$ cat config.mk
export PLATFORM = sky130hd
export DESIGN_NAME = pipe_hazard_ctrl
export DESIGN_NICKNAME = d
export VERILOG_FILES = /design/src/rtl/pipe_ctrl_pkg.sv /design/src/rtl/pipe_hazard_ctrl_raw_match.sv /design/src/rtl/pipe_hazard_ctrl.sv
export SDC_FILE = /design/constraint.sdc
export NUM_CORES = 1
export LEC_CHECK = 0
export CAP_MARGIN = 10
export CELL_PAD_IN_SITES_DETAIL_PLACEMENT = 1
export CELL_PAD_IN_SITES_GLOBAL_PLACEMENT = 1
export CORE_AREA = 2 2 79 81
export CTS_BUF_LIST = sky130_fd_sc_hd__clkbuf_2 sky130_fd_sc_hd__clkbuf_4 sky130_fd_sc_hd__clkbuf_8
export DETAILED_ROUTE_END_ITERATION = 16
export DIE_AREA = 0 0 81 83
export PLACE_DENSITY_LB_ADDON = 0.25
export SLEW_MARGIN = 15
export SYNTH_ARGS = -nofsm -noshare
export SYNTH_HDL_FRONTEND = slang
export SYNTH_SLANG_ARGS = --single-unit
$ cat constraint.sdc
create_clock -name clk_i -period 2.3 [get_ports clk_i]
set_input_delay 0.345 -clock clk_i [delete_from_list [all_inputs] [get_ports clk_i]]
set_output_delay 0.345 -clock clk_i [all_outputs]
set_load 0.05 [all_outputs]
$ cat src/rtl/pipe_ctrl_pkg.sv
// Shared pipeline-control definitions: FSM state encodings, register/opcode
// constants and the RAW dependency rule used by hazard and forwarding logic.
package pipe_ctrl_pkg;

  typedef enum logic [1:0] {
    ST_RUN   = 2'd0,
    ST_LU    = 2'd1,
    ST_MDU   = 2'd2,
    ST_FLUSH = 2'd3
  } hz_state_e;

  localparam logic [4:0] REG_X0     = 5'd0;
  localparam logic [6:0] OPC_OP     = 7'b0110011;
  localparam logic [6:0] MDU_FUNCT7 = 7'b0000001;

  // R-type MUL/DIV/REM decode, for the decoder that feeds id_is_mdu_i
  function automatic logic is_mdu_op(input logic [6:0] opcode, input logic [6:0] funct7);
    return (opcode == OPC_OP) && (funct7 == MDU_FUNCT7);
  endfunction

  // A source depends on a producer when it is really read, the producer
  // writes a register, and that register is not the hard-wired x0
  function automatic logic raw_dep(input logic [4:0] rd, input logic rd_we,
                                   input logic [4:0] rs, input logic rs_used);
    return rd_we && (rd != REG_X0) && rs_used && (rs == rd);
  endfunction

endpackage

$ cat src/rtl/pipe_hazard_ctrl_raw_match.sv
// raw_match: combinational rd-vs-rs1/rs2 comparator with x0 exclusion and
// used-gating; shared by hazard detection and forwarding.
module raw_match
  import pipe_ctrl_pkg::*;
(
  input  logic [4:0] rd_addr_i,
  input  logic       rd_we_i,
  input  logic [4:0] rs1_addr_i,
  input  logic       rs1_used_i,
  input  logic [4:0] rs2_addr_i,
  input  logic       rs2_used_i,
  output logic       hit_o
);

  assign hit_o = raw_dep(rd_addr_i, rd_we_i, rs1_addr_i, rs1_used_i)
               | raw_dep(rd_addr_i, rd_we_i, rs2_addr_i, rs2_used_i);

endmodule

$ cat src/rtl/pipe_hazard_ctrl.sv
// pipe_hazard_ctrl: stall/flush sequencer beside decode. Handles load-use
// hazards, multi-cycle MDU sequencing with timeout, and the post-redirect
// IF/ID kill window. Optional perf counters: define PIPE_HAZARD_PERF_CNT_EN.
module pipe_hazard_ctrl
  import pipe_ctrl_pkg::*;
#(
  parameter int unsigned MDU_MAX      = 64,
  parameter int unsigned FLUSH_CYCLES = 2,
  parameter int unsigned CNT_W        = 32
) (
  input  logic             clk_i,
  input  logic             rst_n_i,
  input  logic             id_valid_i,
  input  logic [4:0]       id_rs1_addr_i,
  input  logic [4:0]       id_rs2_addr_i,
  input  logic             id_rs1_used_i,
  input  logic             id_rs2_used_i,
  input  logic             id_is_mdu_i,
  input  logic [4:0]       ex_rd_addr_i,
  input  logic             ex_rd_we_i,
  input  logic             ex_is_load_i,
  input  logic             ex_redirect_i,
  input  logic             mdu_done_i,
  output logic             if_stall_o,
  output logic             id_stall_o,
  output logic             id_bubble_o,
  output logic             if_kill_o,
  output logic             mdu_start_o,
  output logic             mdu_err_o,
  output logic [1:0]       state_o,
  output logic [CNT_W-1:0] stall_cycles_o,
  output logic [CNT_W-1:0] flush_cycles_o
);

  localparam int unsigned        WCNT_W    = $clog2(MDU_MAX + 1);
  localparam logic [2:0]         FCNT_LOAD = 3'(FLUSH_CYCLES - 1);
  localparam logic [WCNT_W-1:0]  WCNT_LAST = WCNT_W'(MDU_MAX - 1);

  hz_state_e         state_q, state_d;
  logic [2:0]        fcnt_q, fcnt_d;
  logic [WCNT_W-1:0] wcnt_q, wcnt_d;
  logic              mdu_err_q, mdu_err_d;

  logic raw_hit, lu_hit;
  logic stall, bubble, kill, start;

  raw_match u_raw_match (
    .rd_addr_i  (ex_rd_addr_i),
    .rd_we_i    (ex_rd_we_i),
    .rs1_addr_i (id_rs1_addr_i),
    .rs1_used_i (id_rs1_used_i),
    .rs2_addr_i (id_rs2_addr_i),
    .rs2_used_i (id_rs2_used_i),
    .hit_o      (raw_hit)
  );

  assign lu_hit = id_valid_i & ex_is_load_i & raw_hit;

  // Next-state and same-cycle control outputs; redirect > load-use > MDU launch
  always_comb begin
    state_d   = state_q;
    fcnt_d    = fcnt_q;
    wcnt_d    = wcnt_q;
    mdu_err_d = mdu_err_q;
    stall     = 1'b0;
    bubble    = 1'b0;
    kill      = 1'b0;
    start     = 1'b0;
    unique case (state_q)
      ST_RUN, ST_LU: begin
        if (ex_redirect_i) begin
          kill    = 1'b1;
          bubble  = 1'b1;
          state_d = ST_FLUSH;
          fcnt_d  = FCNT_LOAD;
        end else if ((state_q == ST_RUN) && lu_hit) begin
          stall   = 1'b1;
          bubble  = 1'b1;
          state_d = ST_LU;
        end else if ((state_q == ST_RUN) && id_valid_i && id_is_mdu_i) begin
          start   = 1'b1;
          stall   = 1'b1;
          bubble  = 1'b1;
          state_d = ST_MDU;
          wcnt_d  = '0;
        end else begin
          state_d = ST_RUN;
        end
      end
      ST_MDU: begin
        if (mdu_done_i) begin
          state_d = ST_RUN;
        end else if (wcnt_q == WCNT_LAST) begin
          mdu_err_d = 1'b1;
          state_d   = ST_RUN;
        end else begin
          stall  = 1'b1;
          bubble = 1'b1;
          wcnt_d = wcnt_q + 1'b1;
        end
      end
      ST_FLUSH: begin
        kill = 1'b1;
        if (ex_redirect_i) begin
          fcnt_d = FCNT_LOAD;
        end else if (fcnt_q == '0) begin
          state_d = ST_RUN;
        end else begin
          fcnt_d = fcnt_q - 1'b1;
        end
      end
      default: state_d = ST_RUN;
    endcase
  end

  // FSM state, wait/flush counters and sticky timeout flag
  always_ff @(posedge clk_i or negedge rst_n_i) begin
    if (!rst_n_i) begin
      state_q   <= ST_RUN;
      fcnt_q    <= '0;
      wcnt_q    <= '0;
      mdu_err_q <= 1'b0;
    end else begin
      state_q   <= state_d;
      fcnt_q    <= fcnt_d;
      wcnt_q    <= wcnt_d;
      mdu_err_q <= mdu_err_d;
    end
  end

  // Outputs are forced low while reset is held so no launch escapes
  assign if_stall_o  = stall  & rst_n_i;
  assign id_stall_o  = stall  & rst_n_i;
  assign id_bubble_o = bubble & rst_n_i;
  assign if_kill_o   = kill   & rst_n_i;
  assign mdu_start_o = start  & rst_n_i;
  assign mdu_err_o   = mdu_err_q;
  assign state_o     = state_q;

  // EX only holds bubbles while the MDU runs, so a redirect there is a bug upstream
  a_no_redirect_in_mdu: assert property (
    @(posedge clk_i) disable iff (!rst_n_i) (state_q == ST_MDU) |-> !ex_redirect_i);

`ifdef PIPE_HAZARD_PERF_CNT_EN
  logic [CNT_W-1:0] stall_cnt_q, stall_cnt_d;
  logic [CNT_W-1:0] flush_cnt_q, flush_cnt_d;

  // Saturating counts of stalled and killed cycles
  always_comb begin
    stall_cnt_d = stall_cnt_q;
    flush_cnt_d = flush_cnt_q;
    if (if_stall_o && (stall_cnt_q != '1)) stall_cnt_d = stall_cnt_q + 1'b1;
    if (if_kill_o  && (flush_cnt_q != '1)) flush_cnt_d = flush_cnt_q + 1'b1;
  end

  // Perf counter registers
  always_ff @(posedge clk_i or negedge rst_n_i) begin
    if (!rst_n_i) begin
      stall_cnt_q <= '0;
      flush_cnt_q <= '0;
    end else begin
      stall_cnt_q <= stall_cnt_d;
      flush_cnt_q <= flush_cnt_d;
    end
  end

  assign stall_cycles_o = stall_cnt_q;
  assign flush_cycles_o = flush_cnt_q;
`else
  assign stall_cycles_o = '0;
  assign flush_cycles_o = '0;
`endif

endmodule

==> results.py, run 1 <==
metrics = {
    "status": {
        "outcome": "completed",
    },
    "layout": {
        "regArea_sq_um": 329,
        "drive_above_1_share_pct": 19.0,
        "nNetsFinal": 245,
        "multi_input_area_sq_um": 910,
        "syn_to_final_growth_pct": 30.6,
        "final_cells": 291,
        "fillers": 720,
        "diodes": 0,
    },
    "clock_network": {
        "cts.clk_slew.worst_paths_ps": 50,
        "clockRootBuffer": "clkbuf_8",
        "cts_num_sinks": 13,
        "clockBufferDepth": 2,
        "cts_hold_buf": 0,
        "htreeDepth": 1,
        "clk_latency_ps": 250,
        "cts_tree": "done",
        "cts_inserted_buffers": 3,
    },
    "drt": {
        "dr.pass1.iters": 4,
        "routed-via-count": 1138,
        "drcViolationCount": 0,
        "wl_um": 3290,
        "drt-initial-drc-count": 41,
        "via_per_inst": 3.91,
        "avgRoutedWirePerCell_um": 11.3,
        "ant_nets": 0,
    },
    "die": {
        "coreArea_sq_um": 5820,
        "start_util_pct": 24.8,
        "dieArea_sq_um": 6720,
        "die_w_um": 81,
        "die_h_um": 83,
        "io_pins": 97,
        "num_rows": 28,
    },
    "synthesis": {
        "synth_cells": 170,
        "synth-edff-count": 0,
        "synth-seq-cells": 13,
        "synth_area_sq_um": 1440,
        "ys_async_sr_fraction_pct": 100,
        "synth_ff_type": "dfrtp_1",
        "synth.avg_cell_area_sq_um": 8.49,
        "ys_seq_area_share_pct": 22.5,
        "ys_warn_count": 0,
        "ys_types": 37,
    },
    "power": {
        "comb_power_share_pct": 62.1,
        "clkPwrFrac_pct": 12.6,
        "pwr-share-seq_pct": 25.2,
        "swShare_pct": 50.6,
        "p_per_area_nw_per_um2": 914,
        "ir_drop_v": 0.000245,
        "total_power_mw": 1.72,
        "power_leakage_nw": 0.864,
        "p_sw_mw": 0.871,
        "p_int_mw": 0.852,
    },
    "setup_path": {
        "required_ps": 1960,
        "crit_fanout": 3,
        "crit_chain": "clkdlybuf4s50_1 -> xnor2_1 -> nand4_1 -> o22ai_2 -> nand2_2 -> a41oi_2 -> buf_12",
        "critPathKind": "in -> out",
        "critPathCaptureType": "primary output",
        "cp_num_buf_inv": 2,
        "critPathTopFamily": "buffers and inverters",
        "cp-start-kind": "input pin",
        "slowest_delay_ps": 480,
        "cpMaxStageDelayCell": "clkdlybuf4s50_1",
        "crit_arrival_ps": 1860,
    },
    "timing": {
        "setup_tns_ps": 0,
        "setup_violations": 0,
        "fin_crit_ps": 2200,
        "skew_ps": 8.31,
        "max_freq_mhz": 454,
        "worst_slew_pin_slew_ps": 499,
        "setup_slack_ps": 98.9,
        "slew_violations": 0,
        "relSlewSlack_pct": 66.6,
        "hold_viol_final": 0,
        "finalCritPeriodShare_pct": 95.7,
        "rsz0062_at_grt": "yes",
    },
    "grt": {
        "track_usage_pct": 9.34,
        "grt_max_degree": 16,
        "grt_pass1_wl_um": 5050,
        "antenna_found_initial": 0,
        "first_global_vias": 1044,
        "grt_overflow": 0,
    },
    "flow_run": {
        "drv_cap": 0,
    },
    "placed_design": {
        "port_buffers": 32,
        "hpwlAfterDp_um": 2730,
        "place_ws_ps": -54.7,
        "placedCellCount": 286,
        "gp_congestion": 0.756,
    },
    "hold_path": {
        "hp-class": "reg -> reg",
    },
}
[synth_stat cells, types with 2 or more instances]
library cell	number	area (sq um)
nand3_1	6	30.0
a21oi_1	6	30.0
ha_1	3	37.5
xnor2_1	10	87.6
a22o_1	3	26.3
mux2i_1	3	30.0
nand4_1	7	43.8
nand2_1	8	30.0
o22ai_1	2	12.5
inv_1	8	30.0
buf_4	65	488
o21ai_0	5	25.0
clkbuf_1	2	7.51
a31oi_1	2	12.5
dfrtp_1	13	325
nor2_1	5	18.8
a221oi_1	2	17.5
[what timing repair did]
action,in CTS,in global routing
setup buffers,0,1
resized for setup,9,7
pin swaps,2,2
setup endpoints to repair,4,4
[power by group through the flow]
stage | Combinational (mW) | Sequential, mW | Clock, mW
global placement | 1.03 | 0.426 | 0
global route | 1.15 | 0.450 | 0.232
CTS | 1.04 | 0.428 | 0.226
detailed placement | 1.04 | 0.431 | 0
finish | 1.07 | 0.435 | 0.217
floorplan | 0.750 | 0.488 | 0
[state kept, by name, indices dropped and copies added, names as in the netlist]
| signal | cells |
|---|---|
| wcnt_q | 7 |
| mdu_err_o | 1 |
| state_o | 2 |
| fcnt_q | 3 |
[kinds of logic after synthesis]
family | count (synthesis) | synth area share (%)
other | 1 | 0.260
AND/OR/NAND/NOR | 34 | 13.8
flip-flops | 13 | 22.5
AO/OA/AOI/OAI | 30 | 15.4
XOR/XNOR | 10 | 6.07
buffers and inverters | 75 | 36.4
multiplexers | 4 | 2.86
adder cells (fa/ha/maj) | 3 | 2.60
[stage by stage]
step | cell area (sq um) | hold WS [ps] | utilization [%]
finish | 1880 | 461 | 32.4
detailed placement | 1780 | 449 | 30.6
global route | 1880 | 482 | 32.4
floorplan | 1720 | 49.4 | -
CTS | 1840 | 466 | 31.6
global placement | 1780 | 447 | 30.6
[worst paths after layout]
path / endpoint / depth (start not counted) / slack (ps) / startpoint
setup / recovery: id_bubble_o / 7 / 100 / id_rs2_addr_i[1]
hold / removal: mdu_err_o$_DFFE_PN0P_ / 1 / 460 / mdu_err_o$_DFFE_PN0P_
setup reg to reg: wcnt_q[5]$_DFFE_PN0P_ / 6 / 430 / wcnt_q[0]$_DFFE_PN0P_
hold reg to reg: mdu_err_o$_DFFE_PN0P_ / 1 / 460 / mdu_err_o$_DFFE_PN0P_
max in group asynchronous: wcnt_q[1]$_DFFE_PN0P_ / 2 / 1580 / rst_n_i
min in group asynchronous: fcnt_q[2]$_DFFE_PN0P_ / 2 / 500 / rst_n_i
[cells in the final DEF, fill, tap and decap left out, types with 2 or more instances in the layout]
master,n
mux2i_1,3
buf_4,13
ha_1,2
conb_1,64
inv_1,8
dlygate4sd2_1,5
o21ai_0,4
xnor2_1,10
nand4_1,7
clkbuf_8,3
dfrtp_2,3
clkdlybuf4s50_1,22
dfrtp_1,10
nor2_1,5
a221oi_1,2
a21oi_1,5
nand3_1,6
nand2_1,7
a22o_1,3
buf_12,5
[layout make-up]
class / instances / area share [%]
tap: 75 / 4.98
clock buffer: 4 / 2.59
inverter: 8 / 1.59
multi-input combinational: 145 / 48.3
sequential: 13 / 17.5
timing repair buffer: 46 / 25.1
[metal layers]
layer	routed length, um	global-route usage, %	vias up	part of all wire [%]
met4	17	2.31	0	0.52
li1	-	-	552	-
met2	1580	15.5	58	48
met5	0	0	-	0
met1	1380	12.2	526	42
met3	319	1.96	2	9.7
No activity file was read; power rests on OpenSTA's default activity.
==> inputs of run 2 (changes only) <==
CAP_MARGIN = 20   (was 10)
==> results of run 2 <==
Final layout, timing and power as in run 1 (identical DEF).
==> inputs of run 3 (changes only) <==
MAX_ROUTING_LAYER = met4   (was default)
==> results of run 3 <==
Final layout, timing and power as in run 1 (identical DEF).
Main changes from that run: final weighted congestion in routability-driven placement 0.756 -> 0.766; overall routing resource usage 9.34% -> 9.60%
